File: src/rtl/onehot_grant_decoder_pkg.sv
// Shared types and helpers for the one-hot grant decoder and its neighbours.
package onehot_grant_decoder_pkg;

  // Controller state encoding.
  typedef enum logic [1:0] {
    ST_IDLE  = 2'd0,
    ST_GRANT = 2'd1,
    ST_GAP   = 2'd2
  } state_e;

  // Default geometry: 3-bit code selects one of 8 clients.
  localparam int unsigned DEF_CODE_W = 3;
  localparam int unsigned DEF_N      = 1 << DEF_CODE_W;

  // Widest client vector the helper below can produce.
  localparam int unsigned MAX_CODE_W = 8;
  localparam int unsigned MAX_N      = 1 << MAX_CODE_W;

  // One-hot from index for an n-client vector declared [0:n-1].
  // The result is right-aligned: cast it to n bits and assign it to a [0:n-1]
  // vector, and element idx is the one that is set. Out-of-range idx gives 0.
  function automatic logic [MAX_N-1:0] onehot_from_index(input int unsigned idx,
                                                         input int unsigned n);
    logic [MAX_N-1:0] oh;
    oh = '0;
    if (idx < n && n <= MAX_N) begin
      oh[0] = 1'b1;
      oh    = oh << (n - 1 - idx);
    end
    return oh;
  endfunction

endpackage

File: src/rtl/onehot_grant_decoder_timer.sv
// Loadable down-counter shared by the grant-hold and inter-grant gap phases.
module grant_hold_timer #(
  parameter int unsigned CNT_W = 2
) (
  input  logic             i_clk,
  input  logic             i_rst,
  input  logic             i_load,
  input  logic [CNT_W-1:0] i_load_val,
  input  logic             i_dec,
  output logic             o_zero
);

  logic [CNT_W-1:0] r_cnt;

  // Load has priority over decrement; the count parks at zero.
  always_ff @(posedge i_clk) begin
    if (i_rst) begin
      r_cnt <= '0;
    end else if (i_load) begin
      r_cnt <= i_load_val;
    end else if (i_dec && (r_cnt != '0)) begin
      r_cnt <= r_cnt - CNT_W'(1);
    end
  end

  assign o_zero = (r_cnt == '0);

endmodule

File: src/rtl/onehot_grant_decoder.sv
// Encoded index -> registered one-hot grant with bounded hold, mandatory gap,
// per-client enable masking, reject pulse and a saturating grant counter.
module onehot_grant_decoder
  import onehot_grant_decoder_pkg::*;
#(
  parameter int unsigned CODE_W      = DEF_CODE_W,
  parameter int unsigned HOLD_CYCLES = 4,
  parameter int unsigned GAP_CYCLES  = 1,
  parameter int unsigned CNT_W       = 8
) (
  input  logic              clk,
  input  logic              rst,
  input  logic [0:CODE_W-1] code,
  input  logic              code_valid,
  output logic              code_ready,
  input  logic [0:(1<<CODE_W)-1] enable_mask,
  input  logic              done,
  output logic [0:(1<<CODE_W)-1] grant,
  output logic              busy,
  output logic              reject,
  output logic [0:CNT_W-1]  grant_count
);

  localparam int unsigned N = 1 << CODE_W;

  // One timer serves both phases, so it is sized for the longer of the two.
  localparam int unsigned TMR_MAX = (HOLD_CYCLES > GAP_CYCLES) ? HOLD_CYCLES : GAP_CYCLES;
  localparam int unsigned TMR_W   = $clog2(TMR_MAX + 1);
  localparam logic [TMR_W-1:0] HOLD_LOAD = TMR_W'(HOLD_CYCLES - 1);
  localparam logic [TMR_W-1:0] GAP_LOAD  = TMR_W'((GAP_CYCLES > 0) ? GAP_CYCLES - 1 : 0);

  state_e           r_state;
  state_e           w_state_next;

  logic [0:N-1]     r_grant;
  logic             r_busy;
  logic             r_reject;
  logic [CNT_W-1:0] r_count;

  logic [0:N-1]     w_grant_next;
  logic             w_busy_next;
  logic             w_reject_next;
  logic [CNT_W-1:0] w_count_next;

  logic             w_accept;
  logic             w_code_ok;
  logic [0:N-1]     w_oh;

  logic             w_tmr_load;
  logic [TMR_W-1:0] w_tmr_load_val;
  logic             w_tmr_dec;
  logic             w_tmr_zero;

  assign code_ready = (r_state == ST_IDLE);
  assign w_accept   = code_valid && code_ready;
  // Mask is only consulted at accept; later changes never revoke a grant.
  assign w_code_ok  = enable_mask[code];
  assign w_oh       = N'(onehot_from_index(32'(code), N));

  grant_hold_timer #(
    .CNT_W (TMR_W)
  ) u_timer (
    .i_clk      (clk),
    .i_rst      (rst),
    .i_load     (w_tmr_load),
    .i_load_val (w_tmr_load_val),
    .i_dec      (w_tmr_dec),
    .o_zero     (w_tmr_zero)
  );

  // State register.
  always_ff @(posedge clk) begin
    if (rst) begin
      r_state <= ST_IDLE;
    end else begin
      r_state <= w_state_next;
    end
  end

  // Next-state and timer control.
  always_comb begin
    w_state_next   = r_state;
    w_tmr_load     = 1'b0;
    w_tmr_load_val = '0;
    w_tmr_dec      = 1'b0;
    unique case (r_state)
      ST_IDLE: begin
        if (w_accept && w_code_ok) begin
          w_state_next   = ST_GRANT;
          w_tmr_load     = 1'b1;
          w_tmr_load_val = HOLD_LOAD;
        end
      end
      ST_GRANT: begin
        // Early release and hold expiry share one exit path.
        if (done || w_tmr_zero) begin
          if (GAP_CYCLES > 0) begin
            w_state_next   = ST_GAP;
            w_tmr_load     = 1'b1;
            w_tmr_load_val = GAP_LOAD;
          end else begin
            w_state_next = ST_IDLE;
          end
        end else begin
          w_tmr_dec = 1'b1;
        end
      end
      ST_GAP: begin
        if (w_tmr_zero) begin
          w_state_next = ST_IDLE;
        end else begin
          w_tmr_dec = 1'b1;
        end
      end
      default: begin
        w_state_next = ST_IDLE;
      end
    endcase
  end

  // Next values of the registered outputs.
  always_comb begin
    w_grant_next  = r_grant;
    w_reject_next = 1'b0;
    w_count_next  = r_count;
    w_busy_next   = (w_state_next != ST_IDLE);
    unique case (r_state)
      ST_IDLE: begin
        if (w_accept) begin
          if (w_code_ok) begin
            w_grant_next = w_oh;
            if (r_count != '1) begin
              w_count_next = r_count + CNT_W'(1);
            end
          end else begin
            w_reject_next = 1'b1;
          end
        end
      end
      ST_GRANT: begin
        if (w_state_next != ST_GRANT) begin
          w_grant_next = '0;
        end
      end
      default: begin
        w_grant_next = '0;
      end
    endcase
  end

  // Output registers.
  always_ff @(posedge clk) begin
    if (rst) begin
      r_grant  <= '0;
      r_busy   <= 1'b0;
      r_reject <= 1'b0;
      r_count  <= '0;
    end else begin
      r_grant  <= w_grant_next;
      r_busy   <= w_busy_next;
      r_reject <= w_reject_next;
      r_count  <= w_count_next;
    end
  end

  assign grant       = r_grant;
  assign busy        = r_busy;
  assign reject      = r_reject;
  assign grant_count = r_count;

endmodule
File: config.mk
export PLATFORM = sky130hd
export DESIGN_NAME = onehot_grant_decoder
export DESIGN_NICKNAME = d
export VERILOG_FILES = /design/src/rtl/onehot_grant_decoder_pkg.sv /design/src/rtl/onehot_grant_decoder_timer.sv /design/src/rtl/onehot_grant_decoder.sv
export SDC_FILE = /design/constraint.sdc
export NUM_CORES = 1
export LEC_CHECK = 0
export ABC_AREA = 1
export CELL_PAD_IN_SITES_DETAIL_PLACEMENT = 1
export CELL_PAD_IN_SITES_GLOBAL_PLACEMENT = 1
export CORE_MARGIN = 4
export CORE_UTILIZATION = 35
export DETAILED_ROUTE_END_ITERATION = 6
export GPL_TIMING_DRIVEN = 0
export PLACE_DENSITY_LB_ADDON = 0.1
export SLEW_MARGIN = 30
export SYNTH_ARGS = -nofsm -noshare
export SYNTH_HDL_FRONTEND = slang
export SYNTH_HIERARCHICAL = 1
export SYNTH_SLANG_ARGS = --single-unit
File: constraint.sdc
create_clock -name clk -period 2.05 [get_ports clk]
set_clock_uncertainty 0.05 [all_clocks]
set_input_delay 0.41 -clock clk [delete_from_list [all_inputs] [get_ports clk]]
set_output_delay 0.41 -clock clk [all_outputs]
set_load 0.005 [all_outputs]
# Yosys cells after proc, flatten, opt, wreduce, memory -nomap -nowiden

Index checks and enable logic that the tools add are counted.

Reductions and logical operators: 12
Eq/ne operators: 7
Bitwise logic cells: 3
Shift-type cells: 1
Mux-type cells: 22
Order comparisons: 1
Add/sub/neg operators: 3

Operators by type and width:

| kind                                                                     | number |
|---|---|
| 1-bit by 32-bit << shifter with 8-bit output (first input constant)      | 1 |
| 8-bit 2-to-1 mux                                                         | 3 |
| 8-bit case mux with 2 select lines                                       | 1 |
| 2-bit 2-to-1 mux                                                         | 5 |
| 8-bit by 1-bit adder with 8-bit output (second input constant)           | 1 |
| 8-bit inequality test (second input constant)                            | 1 |
| 1-bit 2-to-1 mux                                                         | 7 |
| 3-bit 2-to-1 mux                                                         | 2 |
| 2-bit by 1-bit inequality test with 1-bit output (second input constant) | 3 |
| 2-bit case mux with 3 select lines                                       | 1 |
| 4-bit greater-or-equal comparator (second input constant)                | 1 |
| 3-bit NOT with 4-bit output                                              | 1 |
| 1-bit case mux with 2 select lines                                       | 2 |
| 4-bit AND reduction                                                      | 1 |
| 2-bit nonzero test                                                       | 2 |
| 3-bit by 3-bit subtractor with 4-bit output (first input constant)       | 1 |
| 1-bit binary-select mux with 3-bit select                                | 1 |
| 1-bit logical AND                                                        | 3 |
| 3-bit logical NOT                                                        | 1 |
| 3-bit AND reduction                                                      | 1 |
| 3-bit nonzero test                                                       | 1 |
| 3-bit OR reduction                                                       | 1 |
| 3-bit by 1-bit subtractor with 3-bit output (second input constant)      | 1 |
| 2-bit by 1-bit equality test with 1-bit output (second input constant)   | 1 |
| 5 further kinds                                                          | 6 |

Input port bits: 15
Output and inout bits: 19
Word-level logic and storage cells: 55
Register bits after elaboration: 23

# Depth between registers and ports, before layout

Depth after elaboration: 10
Depth in mapped cells: 14
Mapped depth without buffers: 13

# Hierarchy

The synthesis kept the hierarchy.

Modules (own cells, without submodules):

| module               | instances | seq. area each (µm²) | cells an instance | area each (µm²) |
|---|---|---|---|---|
| onehot_grant_decoder | 1         | 400.4                | 178               | 1,270.0 |
| grant_hold_timer     | 1         | 60.1                 | 34                | 201.4 |

# Worst setup path before layout

OpenSTA, ideal clock, no wires.

Path type: register to register
Start: register u_timer.r_cnt[0]
End: register r_grant (netlist bit grant[0])
Setup slack: 0.290 ns
Period minus slack after synthesis: 1.760 ns
Data required time: 1.887 ns
Data arrival time: 1.597 ns
Buffers on the path: 1
Library setup time: 0.113 ns
Stages on the path, launching flop included: 13
Cell sequence: dfxtp_1 > inv_1 > ha_1 > ha_1 > inv_1 > nand2_1 > o22ai_1 > o21ai_0 > nand2_4 > nand2_4 > buf_12 > a21oi_2 > nor2_2

Word-level cells in the longest chain between the ends: 7
Elaborated cells on any way between the ends: 8
Classes of those cells: eq/ne (2); mux (3); reduce/logical (3)

RTL lines:

| item                                                 | line                             | text |
|---|---|---|
| start, declared                                      | onehot_grant_decoder_timer.sv:13 | `logic [CNT_W-1:0] r_cnt;` |
| start signal, assigned                               | onehot_grant_decoder_timer.sv:20 | `r_cnt <= i_load_val;` |
| start signal, assigned                               | onehot_grant_decoder_timer.sv:22 | `r_cnt <= r_cnt - CNT_W'(1);` |
| 3-bit logical NOT (*)                                | onehot_grant_decoder_timer.sv:26 | `assign o_zero = (r_cnt == '0);` |
| named net w_tmr_zero                                 | onehot_grant_decoder.sv:52       | `logic w_tmr_zero;` |
| 1-bit logical OR                                     | onehot_grant_decoder.sv:96       | `if (done \|\| w_tmr_zero) begin` |
| 2-bit 2-to-1 mux                                     | onehot_grant_decoder.sv:96       |  |
| 2-bit case mux with 3 select lines (*)               | onehot_grant_decoder.sv:86       | `unique case (r_state)` |
| 2-bit by 1-bit inequality test with 1-bit output (*) | onehot_grant_decoder.sv:141      | `if (w_state_next != ST_GRANT) begin` |
| 2-bit inequality test (no source line) (*)           | --                               |  |
| 3-bit AND reduction (no source line) (*)             | --                               |  |
| end signal, assigned                                 | onehot_grant_decoder.sv:159      | `r_grant <= w_grant_next;` |
| end, declared                                        | onehot_grant_decoder.sv:35       | `logic [0:N-1] r_grant;` |

Mark *: on every way through the listed nets, which the timed path passes. The rest lies on a longest branch.
A chain may end at the register's enable or synchronous reset.

# Worst setup path in the final report

Start: register r_state[1]
End: output port code_ready

Word-level cells in the longest chain between the ends: 1

RTL lines:

| item                   | line                       | text |
|---|---|---|
| start, declared        | onehot_grant_decoder.sv:32 | `state_e r_state;` |
| start signal, assigned | onehot_grant_decoder.sv:76 | `r_state <= w_state_next;` |
| 2-bit logical NOT      | onehot_grant_decoder.sv:54 | `assign code_ready = (r_state == ST_IDLE);` |
| end, declared          | onehot_grant_decoder.sv:15 | `output logic code_ready,` |

No other way between the ends.

==> summary.txt <==
Outcome
  • Outcome: finished, final reports clean

Critical path
  • CP required: roughly 1.6 ns
  • Nature of the critical path endpoint: primary output
  • Startpoint types: flop
  • Crit-path max FO: 6
  • Worst Setup Path Type: reg -> out
  • Data arrival, critical path: ~1.5 ns

Synthesis
  • YS warnings: 6
  • Largest cells by area after synthesis: dfxtp_1 31%, nand2_1 16%, inv_1 7.4%
  • Yosys top cell area share: 31.3%
  • Mapped Cells: approximately 210
  • Synth Cell Area: between 1000 and 1500 um2
  • Synthesized flop and latch total: 23
  • Post-Syn Area per Cell: 6.94 um2
  • Netlist cell types: 31
  • Syn nets: ~230
  • Post-synthesis sequential area ratio: between 30% and 40%
  • Area leader, netlist: dfxtp_1

Power
  • PD cells: ~700 nW/um2
  • Comb pwr share: a little under two fifths
  • Seq pwr share: between 40% and 50%
  • Switching Share: between 30% and 40%
  • Clock power frac: 22.0%
  • Highest ir drop seen on vdd: around 0.00027 V
  • LEAKAGE: around 0.9 nW
  • Net Switching: 0.000441 W
  • P_int: between 0.0008 and 0.0009 W
  • Tot Pwr: around 0.0013 W

Drt
  • WL final: about 3.3 mm
  • Vias/cell: roughly 4.7
  • Post-route ant nets: 0
  • Iter 0 DRT Violations: 47
  • Number of remaining DRC errors: 0
  • Total number of vias: around 1400
  • WL/cell: approximately 11 um
  • First-pass iteration count of the detailed router: 4

Placed design
  • IO Port Bufs: 32
  • Hpwl dp: about 2.7 mm
  • Cells after DPL: approximately 290
  • Gpl congestion: just under 0.8

Cells and area
  • Share of cells above drive strength 1: between 10% and 20%
  • Layout Nets: 271
  • Antenna cell count: 0
  • Layout Area Growth over Synthesis: 30.8%
  • Finished Layout Cells: between 200 and 300

Floorplanning
  • Core Region: 4030 um2
  • Row count: 23
  • # IOs: 34
  • Initial Util: 36.5%
  • Die Y: 72.8 um
  • DIE AREA: 5310 um2
  • Die width: between 70 and 80 um

CTS
  • Clock insertion delay at the later pin of the skew report: about 0.26 ns
  • Reg clk slew, reported paths: ~0.090 ns
  • CTS Buffer Depth: 2
  • H-tree Lvls: 1
  • TritonCTS Buffers: 3
  • TritonCTS clock tree: yes
  • CTS Sinks: 23
  • CTS Root Cell: clkbuf_8

Timing
  • Post-route minimum period: approximately 1.9 ns
  • Setup violators final: 0
  • Final Hold Viols: 0
  • Final Max Slew Viols: 0
  • RSZ-0062 raised after global routing: no
  • FMAX: slightly above 0.5 GHz
  • Period utilisation layout: between 90% and 100%

Global routing
  • GR Util All Layers: between 10 and 15%
  • Vias in the first global route: roughly 1400
  • Pin count of the biggest net entering global routing: 14
  • Grt total ovfl: 0
  • First-pass GRT wire length: approximately 6 mm
  • Antenna violations before repair: 0

Job
  • MaxCap Viol Count: 0

Worst hold path
  • Hold Path Class: reg -> reg
[worst max-delay path, stage by stage, from the launching register on]
cell and delay (ns):
dfxtp_1 0.35, inv_1 0.16, ha_4 0.20, clkdlybuf4s50_1 0.51
[synth_stat cells]
cell type and n:
xor2_1 5, clkinv_1 1, nand2_1 63, inv_1 29, and2_1 1, nand3_2 3, nor3_1 2, a21oi_2 8
nand4_1 3, inv_8 1, buf_6 2, buf_12 1, nand2_4 2, xnor2_1 1, nand3b_2 1, inv_2 2
dfxtp_1 23, a31oi_1 1, nor2_4 1, conb_1 1, nand3_4 1, a21oi_1 8, nand3_1 9, ha_1 7
nor2_2 3, a211oi_1 1, o21ai_0 7, nor2_1 19, nand2_2 4, buf_1 1, o22ai_1 1
[path summary, 6_finish.rpt]
kind | startpoint | to | slack (ns) | cells past startpoint
worst max-delay path | r_state[1] | code_ready | 0.12 | 3
worst min-delay path | grant[4] | grant[4] | 0.44 | 2
worst max register to register | u_timer/r_cnt[0] | grant[0] | 0.19 | 12
worst min register to register | grant[4] | grant[4] | 0.44 | 2
[logic make-up after synthesis]
logic type	after synthesis	share of synthesized area (%)
simple gates	112	35.6
buf+inv	37	12.1
compound gates	26	11.2
flops	23	31.3
fa+ha+maj	7	5.95
xor+xnor	6	3.57
other cells	1	0.255
[final cells by class]
| class | count | area (um2) |
|---|---|---|
| Fill cell | 524 | 2100 |
| Multi-Input combinational cell | 152 | 856 |
| Sequential cell | 23 | 462 |
| Timing Repair Buffer | 32 | 320 |
| Inverter | 33 | 131 |
| Tap cell | 50 | 62.6 |
| Buffer | 4 | 46.3 |
| Clock buffer | 3 | 41.3 |
| Clock inverter | 1 | 5.00 |
[power groups by stage]
stage	Sequential [W]	Clock [W]	Combinational (W)
after floorplan	0.000543	0	0.000308
after CTS	0.000533	0.000308	0.000486
after global routing	0.000541	0.000326	0.000561
after global placement	0.000542	0	0.000470
final	0.000533	0.000289	0.000489
after detailed placement	0.000544	0	0.000480
[cell usage in the layout, fill, tap and decap left out, types with 2 or more instances in the layout]
cell type and count:
buf_6 2, nand2_4 2, nand2_1 63, nand3_2 3, nor3_1 2, nand2_2 4
inv_1 29, nor2_2 3, inv_2 2, a21oi_2 8, clkdlybuf4s50_1 32, xor2_1 5
dfxtp_1 22, nand4_1 3, nand3_1 9, ha_1 6, o21ai_0 5, clkbuf_8 3
a21oi_1 8, nor2_1 19
[through the flow]
stage	TNS [ns]	hold slack (ns)	setup WS (ns)	utilization, %	instance area (um2)
2_1_floorplan	0	0.419	0.290	-	1470
3_3_place_gp	-0.897	0.422	-0.219	46.0	1850
3_5_place_dp	-1.18	0.429	-0.235	46.0	1850
4_1_cts	0	0.448	0.0386	47.2	1900
5_1_grt	0	0.461	0.00382	47.8	1920
6_report	0	0.443	0.116	47.8	1920
[metal layers]
metal | routed length [um] | vias up | track usage, % | part of all wire (%)
met5 | 0 | - | 0 | 0
met4 | 27 | 0 | 3.69 | 0.81
met3 | 92 | 2 | 1.65 | 2.8
met2 | 1620 | 15 | 24.3 | 49
met1 | 1580 | 642 | 18.9 | 48
li1 | - | 733 | - | -
[sequential cells by signal, indices dropped and copies added (netlist names)]
register,count
r_state,2
reject,1
busy,1
grant_count,8
grant,8
u_timer/r_cnt,3
[timing repair]
item	4_1_cts	5_1_grt
gates resized for setup	2	5
hold buffers	0	0
buffers inserted	0	0
endpoints found under the hold margin	0	0
endpoints found under the setup margin	3	12
No activity file was read; power rests on OpenSTA's default activity.
